### src/rtl/ldpc_seq_encoder_if.sv
// Codeword request/response bundle for the sequential LDPC encoder.
// The encoder sits on the slave side; the info-bit source and sink use master.
interface ldpc_seq_encoder_if #(
    parameter int N = 6,
    parameter int K = 3
);
    localparam int M = N - K;

    logic             in_valid;
    logic             in_ready;
    logic [K-1:0]     info_bits;
    logic [K*M-1:0]   gen_p;
    logic             out_valid;
    logic             out_ready;
    logic [N-1:0]     codeword;

    modport slave (
        input  in_valid, info_bits, gen_p, out_ready,
        output in_ready, out_valid, codeword
    );

    modport master (
        output in_valid, info_bits, gen_p, out_ready,
        input  in_ready, out_valid, codeword
    );
endinterface

### src/rtl/ldpc_seq_encoder.sv
// Sequential systematic linear-block encoder: R generator rows per cycle,
// codeword {parity, info} presented from registers over valid/ready.
module ldpc_seq_encoder #(
    parameter int N = 6,
    parameter int K = 3,
    parameter int R = 1
) (
    input  logic                 clk,
    input  logic                 rst_n,
    ldpc_seq_encoder_if.slave    bus,
    output logic                 busy
);
    localparam int M  = N - K;
    localparam int S  = (R > 0) ? K / R : 1;
    localparam int SW = (S > 1) ? $clog2(S) : 1;

    if (N <= K || R < 1 || (K % R) != 0) begin : g_bad_params
        $error("ldpc_seq_encoder: need N > K, R >= 1 and K %% R == 0");
    end

    typedef enum logic [1:0] {
        IDLE  = 2'd0,
        ACCUM = 2'd1,
        HOLD  = 2'd2
    } state_e;

    state_e           state_q, state_d;
    logic [K-1:0]     info_q, info_d;
    logic [K*M-1:0]   gen_q, gen_d;
    logic [M-1:0]     par_q, par_d;
    logic [SW-1:0]    step_q, step_d;
    logic [N-1:0]     cw_q, cw_d;

    logic [K*M-1:0]   rows;
    logic [K-1:0]     bits;
    logic [M-1:0]     acc;

    always_ff @(posedge clk or negedge rst_n) begin
        if (!rst_n) begin
            state_q <= IDLE;
            info_q  <= '0;
            gen_q   <= '0;
            par_q   <= '0;
            step_q  <= '0;
            cw_q    <= '0;
        end else begin
            state_q <= state_d;
            info_q  <= info_d;
            gen_q   <= gen_d;
            par_q   <= par_d;
            step_q  <= step_d;
            cw_q    <= cw_d;
        end
    end

    // Shift the current step's rows and info bits down to position 0.
    always_comb begin
        rows = gen_q >> (step_q * R * M);
        bits = info_q >> (step_q * R);
        acc  = par_q;
        for (int r = 0; r < R; r++) begin
            if (bits[r]) begin
                acc = acc ^ rows[r*M +: M];
            end
        end
    end

    always_comb begin
        state_d = state_q;
        info_d  = info_q;
        gen_d   = gen_q;
        par_d   = par_q;
        step_d  = step_q;
        cw_d    = cw_q;
        unique case (state_q)
            IDLE: begin
                if (bus.in_valid) begin
                    info_d  = bus.info_bits;
                    gen_d   = bus.gen_p;
                    par_d   = '0;
                    step_d  = '0;
                    state_d = ACCUM;
                end
            end
            ACCUM: begin
                par_d  = acc;
                step_d = step_q + 1'b1;
                if (step_q == SW'(S - 1)) begin
                    cw_d    = {acc, info_q};
                    state_d = HOLD;
                end
            end
            HOLD: begin
                if (bus.out_ready) begin
                    state_d = IDLE;
                end
            end
            default: state_d = IDLE;
        endcase
    end

    assign bus.in_ready  = (state_q == IDLE);
    assign bus.out_valid = (state_q == HOLD);
    assign bus.codeword  = cw_q;
    assign busy          = (state_q != IDLE);
endmodule
### src/flat_wrapper.sv
// flat-port wrapper written by rule: the top's interface ports become plain ports
module ldpc_seq_encoder_flat 
#(
    parameter int N = 6,
    parameter int K = 3,
    parameter int R = 1
)
  (clk, rst_n, busy, bus_in_valid, bus_info_bits, bus_gen_p, bus_out_ready, bus_in_ready, bus_out_valid, bus_codeword);
  ldpc_seq_encoder_if #(.N(N), .K(K)) bus_i ();
  input  logic clk;
  input  logic rst_n;
  output logic busy;
  input wire logic [$bits(bus_i.in_valid)-1:0] bus_in_valid;
  input wire logic [$bits(bus_i.info_bits)-1:0] bus_info_bits;
  input wire logic [$bits(bus_i.gen_p)-1:0] bus_gen_p;
  input wire logic [$bits(bus_i.out_ready)-1:0] bus_out_ready;
  output wire logic [$bits(bus_i.in_ready)-1:0] bus_in_ready;
  output wire logic [$bits(bus_i.out_valid)-1:0] bus_out_valid;
  output wire logic [$bits(bus_i.codeword)-1:0] bus_codeword;
  assign bus_i.in_valid = bus_in_valid;
  assign bus_i.info_bits = bus_info_bits;
  assign bus_i.gen_p = bus_gen_p;
  assign bus_i.out_ready = bus_out_ready;
  assign bus_in_ready = bus_i.in_ready;
  assign bus_out_valid = bus_i.out_valid;
  assign bus_codeword = bus_i.codeword;
  ldpc_seq_encoder #(.N(N), .K(K), .R(R)) u_core (.clk(clk), .rst_n(rst_n), .bus(bus_i), .busy(busy));
endmodule
### config.mk
export PLATFORM = sky130hd
export DESIGN_NAME = ldpc_seq_encoder_flat
export DESIGN_NICKNAME = d
export VERILOG_FILES = /design/src/rtl/ldpc_seq_encoder_if.sv /design/src/rtl/ldpc_seq_encoder.sv /design/src/flat_wrapper.sv
export SDC_FILE = /design/constraint.sdc
export NUM_CORES = 1
export LEC_CHECK = 0
export ABC_CLOCK_PERIOD_IN_PS = 2670
export BUFFER_PORTS_ARGS = -buffer_cell sky130_fd_sc_hd__buf_2
export CORE_AREA = 3 3 51 88
export DETAILED_ROUTE_END_ITERATION = 8
export DIE_AREA = 0 0 54 91
export GPL_TIMING_DRIVEN = 0
export PLACE_DENSITY = 0.52
export SLEW_MARGIN = 15
export SYNTH_ARGS = -nofsm -noshare
export SYNTH_HDL_FRONTEND = slang
export SYNTH_SLANG_ARGS = --single-unit
export TNS_END_PERCENT = 1
### constraint.sdc
create_clock -name clk -period 2.67 [get_ports clk]
set_input_delay 0.267 -clock clk [delete_from_list [all_inputs] [get_ports clk]]
set_output_delay 0.267 -clock clk [all_outputs]
set_load 0.1 [all_outputs]
==> results of run 1 <==
routing by layer:
metal / vias to the layer above / wire [um] / GRT usage (%)
met4: 0 / 23 / 4.366
met1: 423 / 972 / 12.92
met3: 2 / 74 / 1.478
met5: - / 0 / 0
li1: 419 / - / -
met2: 13 / 1345 / 17.91
final cells by class:
cell class,instances,area (um^2)
inverters,5,18.77
fillers,389,2412
plain buffers,5,42.54
flip-flops and latches,25,625.6
multi-input cells,63,531.8
repair buffers,25,130.1
clock buffers,4,45.04
well taps,48,60.06
cell families (layout without fill, tap and decap cells):
family                   count (synthesis)  count (layout)  synth area share [%]
flip-flops                              25              25                 51.44
AO/OA/AOI/OAI                           23              23                 14.92
multiplexers                            20              20                 18.31
AND/OR/NAND/NOR                         19              19                 9.259
buffers and inverters                   10              39                 5.040
adder cells (fa/ha/maj)                  1               1                 1.029
synth_stat cells:
master / instances / area [um^2]
o2bb2ai_1: 4 / 35.03
buf_6: 3 / 33.78
a2bb2oi_4: 1 / 26.28
nor2b_4: 1 / 13.76
a2bb2oi_1: 3 / 26.28
inv_1: 5 / 18.77
buf_2: 1 / 5.000
and2b_1: 1 / 7.510
or2_2: 1 / 6.260
mux2i_1: 4 / 40.04
ha_1: 1 / 12.51
mux2_2: 15 / 168.9
nor2_1: 2 / 7.510
o21ai_0: 6 / 30.03
o2111ai_1: 3 / 26.28
nand2_2: 1 / 6.260
a31oi_1: 6 / 37.54
or4_1: 3 / 22.52
nand2b_1: 2 / 12.51
nand3_1: 3 / 15.01
dfrtp_1: 25 / 625.6
nand2_1: 4 / 15.01
and2_1: 1 / 6.260
mux2i_2: 1 / 13.76
clkbuf_1: 1 / 3.750
flip-flops by register name (all words and copies together), names as in the netlist:
| signal | flops |
|---|---|
| u_core.state_q | 2 |
| u_core.info_q | 3 |
| u_core.par_q | 3 |
| u_core.bus.codeword | 6 |
| u_core.step_q | 2 |
| u_core.gen_q | 9 |
final timing paths:
path                            slack [ns]                      to
worst min register to register        0.47  u_core.bus.codeword[3]
max in group asynchronous             1.76        u_core.info_q[0]
worst min-delay path                  0.19       u_core.state_q[1]
worst max-delay path                  0.92  u_core.bus.codeword[3]
min in group asynchronous             0.53       u_core.state_q[0]
worst max register to register        0.92  u_core.bus.codeword[3]
worst max-delay path, stage by stage (launching register included):
cell	delay, ns
dfrtp_1	0.39
buf_6	0.14
inv_1	0.09
ha_1	0.27
nand2_2	0.18
or4_1	0.53
nand3_1	0.09
cell usage in the layout, fill, tap and decap left out, types with 2 or more instances in the layout:
master / count
mux2_2: 15
mux2i_1: 4
o2111ai_1: 3
buf_2: 25
o21ai_0: 6
clkbuf_8: 3
nand2_1: 4
a2bb2oi_1: 3
dfrtp_1: 25
inv_1: 5
buf_6: 3
nand2b_1: 2
a31oi_1: 6
nand3_1: 3
o2bb2ai_1: 4
clkbuf_1: 2
or4_1: 3
metrics by stage:
| step | hold slack [ns] | worst slack [ns] | area [um^2] | utilization [%] |
|---|---|---|---|---|
| 6_report | 0.1918 | 0.9169 | 1454 | 37.61 |
| 4_1_cts | 0.1830 | 0.8860 | 1454 | 37.61 |
| 3_3_place_gp | 0.2822 | 0.9367 | 1399 | 36.18 |
| 5_1_grt | 0.2056 | 0.7930 | 1454 | 37.61 |
| 3_5_place_dp | 0.3001 | 0.9195 | 1399 | 36.18 |
| 2_1_floorplan | -0.02859 | 0.4390 | 1219 | - |
timing repair:
| action | in CTS | in global routing |
|---|---|---|
| endpoints found under the hold margin | 5 | 0 |
| setup endpoints to repair | 0 | 0 |
| hold buffers | 1 | 0 |
==> metrics.cfg, run 1 <==
[synthesis]
syn_area_per_cell_um2 = 12.41
syn_area_um2 = 1216
syn_nets = 115
syn_inst = 98
synth.yosys.warnings = 0
synth_cell_types = 25
ys_seq_area_share_pct = 51.44
ys_seq_elements = 25

[critical_path]
critPathRequiredTime_ns = 2.87
startpoint_type = flop
path_class = reg -> reg
crit_start = u_core.step_q[0]
timing.rr.start = u_core.step_q[0]
r2r_cells = 6
path_max_fanout = 10
endpoint_kind = flop
crit_arrival_ns = 1.95

[placed_design]
portBuffers = 24
placed_cells = 170
dp_hpwl_um = 1877
place_congestion = 0.7864

[die]
rows = 30
die_area_um2 = 4914
fp.dieH_um = 91
start_util_pct = 31.46
coreArea_um2 = 3866
fp.dieW_um = 54
io_pins = 25

[job]
maxCapViolations = 0

[sta]
finalSetupViolations = 0
fin_crit_ns = 1.753
drv_slew = 0
rsz0062_at_grt = no
hold_viol_final = 0
tns_ns = 0
max_slew_margin_pct = 62.26
fmax_mhz = 570.4
finClkSkew_ns = 0.002807
worst_pin_slew_ns = 0.5661
post-route-period-util_pct = 65.66

[cts]
cts.htree.levels = 1
cts_inserted_buffers = 3
clockBufferDepth = 2
cts_tree = done
cts_root_buf = clkbuf_8
cts.sinks = 25
ctsResizeCount = 0
clk_latency_ns = 0.26
clk_pin_slew_worst_paths_ns = 0.08
post_cts_buffers = 0

[grt]
grt_pass1_wl_um = 3967
grt_pass1_vias = 870
grt_usage_pct = 10.62
grt_max_degree = 26
grt_antenna_before_repair = 0
overflow = 0

[detailed_routing]
ant_nets = 0
vias = 857
drc = 0
drt_first_pass_iters = 3
via_per_inst = 4.897
post_drt_wl_per_cell_um = 13.80
wl_um = 2415
first_iter_violations = 15

[hold_path]
hold_path.class = in -> reg
hold_path_depth = 2
worstHoldStart = bus_out_ready

[finish]
syn_to_final_growth_pct = 19.55
antenna_cells = 0
fin_nets = 145
final_cells = 175
drive_gt1_share_pct = 40.94

[outcome]
status = finished, final reports clean

Power of run 1 is left out: the tool's default activity adds up to more than one toggle a clock period on the data nets, which glitch-free logic cannot reach.
==> run 2: changes to the inputs <==
ABC_CLOCK_PERIOD_IN_PS = 1660   (was 2670)
clock period = 1.66 ns   (was 2.67 ns; I/O delays follow)
==> run 2 against run 1 <==
  * Non-clock buffer count unchanged
  * Register-to-register slack worse by 0.82 ns
  * Utilization is 1.9 points higher
  * Flip-flop and latch count stayed put
  * Die area stayed put
  * Wire length is 5.3% higher
  * Sequential share of layout area is 2.1 points lower
  * First-iteration DRC count is 27% lower
  * Critical path depth is the same
  * Count of clock-buffer cells in the layout down 1
  * Critical endpoint is now u_core.bus.codeword[4]
  * Largest cell class unchanged
==> metrics.cfg, run 2 (synthesized netlist as in run 1, its figures left out) <==
[sta]
rsz0062_at_grt = yes
tns_ns = 0  ; unchanged
post-route-period-util_pct = 94.43  ; +29 points
worst_slack_ns = 0.09243  ; -0.8244 ns
fin_crit_ns = 1.568  ; -0.1856 ns
finClkSkew_ns = 0.005769  ; +0.002962 ns
fmax_mhz = 637.9  ; +12%
worst_pin_slew_ns = 0.5554  ; -0.01064 ns
drv_slew = 0  ; unchanged
hold_viol_final = 0  ; unchanged
max_slew_margin_pct = 62.97  ; +0.71 points
finalSetupViolations = 0  ; unchanged

[finish]
fillCellCount = 399  ; +2.6%
fin_nets = 145  ; unchanged
top_register = u_core.gen_q
antenna_cells = 0  ; unchanged
drive_gt1_share_pct = 44.09  ; +3.1 points
layout_commonest_cell = dfrtp_1
multi_input_area_um2 = 594.3  ; +12%
seq_area_um2 = 625.6  ; unchanged
syn_to_final_growth_pct = 25.62
largest_reg_flops = 9  ; unchanged
final_cells = 175  ; unchanged
final_cell_mix = dfrtp_1, buf_2, mux2_4

[placed_design]
place_congestion = 0.7310  ; -7.0%
portBuffers = 24  ; unchanged
pre_cts_ws_ns = -0.1207  ; -1.040 ns
dp_hpwl_um = 1942  ; +3.5%
placed_cells = 170  ; unchanged

[critical_path]
path_max_fanout = 10  ; unchanged
path_class = reg -> reg
startpoint_type = flop
crit_arrival_ns = 1.78  ; -0.17 ns
rrSetupSlack_ns = 0.09  ; -0.82 ns
critPathRequiredTime_ns = 1.87  ; -1.00 ns
endpoint_kind = flop

[detailed_routing]
post_drt_wl_per_cell_um = 14.53  ; +5.3%
ant_nets = 0  ; unchanged
wl_um = 2542  ; +5.3%
via_per_inst = 5.211  ; +6.4%
drt_first_pass_iters = 4  ; +1
vias = 912  ; +6.4%
first_iter_violations = 11  ; -4
drc = 0  ; unchanged

[die]
die_area_um2 = 4914  ; unchanged
io_pins = 25  ; unchanged
rows = 30  ; unchanged
start_util_pct = 31.46  ; unchanged
fp.dieH_um = 91  ; unchanged
coreArea_um2 = 3866  ; unchanged
fp.dieW_um = 54  ; unchanged

[grt]
overflow = 0  ; unchanged
grt_usage_pct = 11.67  ; +1.1 points
grt_max_degree = 26  ; unchanged
grt_antenna_before_repair = 0  ; unchanged
grt_pass1_wl_um = 4340  ; +9.4%
grt_pass1_vias = 978  ; +12%

[cts]
clk_latency_ns = 0.27  ; about the same
cts_inserted_buffers = 3  ; unchanged
cts.sinks = 25  ; unchanged
cts_tree = done
clk_pin_slew_worst_paths_ns = 0.09  ; about the same
cts.htree.levels = 1  ; unchanged
clockBufferDepth = 2  ; unchanged
post_cts_buffers = 0  ; unchanged
cts_root_buf = clkbuf_8

[hold_path]
hold_path.class = in -> reg

[job]
maxCapViolations = 0  ; unchanged

[outcome]
status = finished, final reports clean

## run 2: area by class of cell
cell class	count	area share, %
multi-input cells	63	38.90
plain buffers	5	3.440
clock buffers	3	2.703
repair buffers	25	8.518
well taps	48	3.931
inverters	5	1.228
flip-flops and latches	25	40.95
clock inverters	1	0.3276
## run 2: repair_timing
action	4_1_cts	5_1_grt
endpoints found under the hold margin	25	0
gates resized for setup	3	1
hold buffers	1	0
endpoints found under the setup margin	3	6
## run 2: critical path, cell delays in order, from the launching register on
cell and delay (ns):
dfrtp_1 0.41, buf_6 0.17, nor2b_4 0.15, buf_6 0.13
a2bb2oi_4 0.09, or4_1 0.47, nand3_1 0.10
## run 2: routing by layer
metal	up-vias	wire, um	part of all wire [%]	GRT usage (%)
met5	-	0	0	0
met4	0	51	2.0	4.990
met3	5	71	2.8	1.478
met2	15	1495	59	21.66
met1	470	924	36	12.15
li1	422	-	-	-
## run 2: final timing paths
| kind | from | to | cells past startpoint |
|---|---|---|---|
| max | u_core.step_q[1] | u_core.bus.codeword[4] | 6 |
| min reg2reg | u_core.bus.codeword[3] | u_core.bus.codeword[3] | 2 |
| min | bus_out_ready | u_core.state_q[1] | 2 |
| min in group asynchronous | rst_n | u_core.bus.codeword[3] | 2 |
| max reg2reg | u_core.step_q[1] | u_core.bus.codeword[4] | 6 |
| max in group asynchronous | rst_n | u_core.par_q[2] | 2 |
## run 2: stage by stage
| step | cell area, um^2 | hold slack [ns] | util, % |
|---|---|---|---|
| floorplan | 1274 | -0.1296 | - |
| global placement | 1454 | 0.1786 | 37.61 |
| detailed placement | 1454 | 0.1941 | 37.61 |
| CTS | 1528 | 0.09653 | 39.51 |
| global route | 1528 | 0.09791 | 39.51 |
| finish | 1528 | 0.09265 | 39.51 |
Power of run 2 is left out for the same reason.
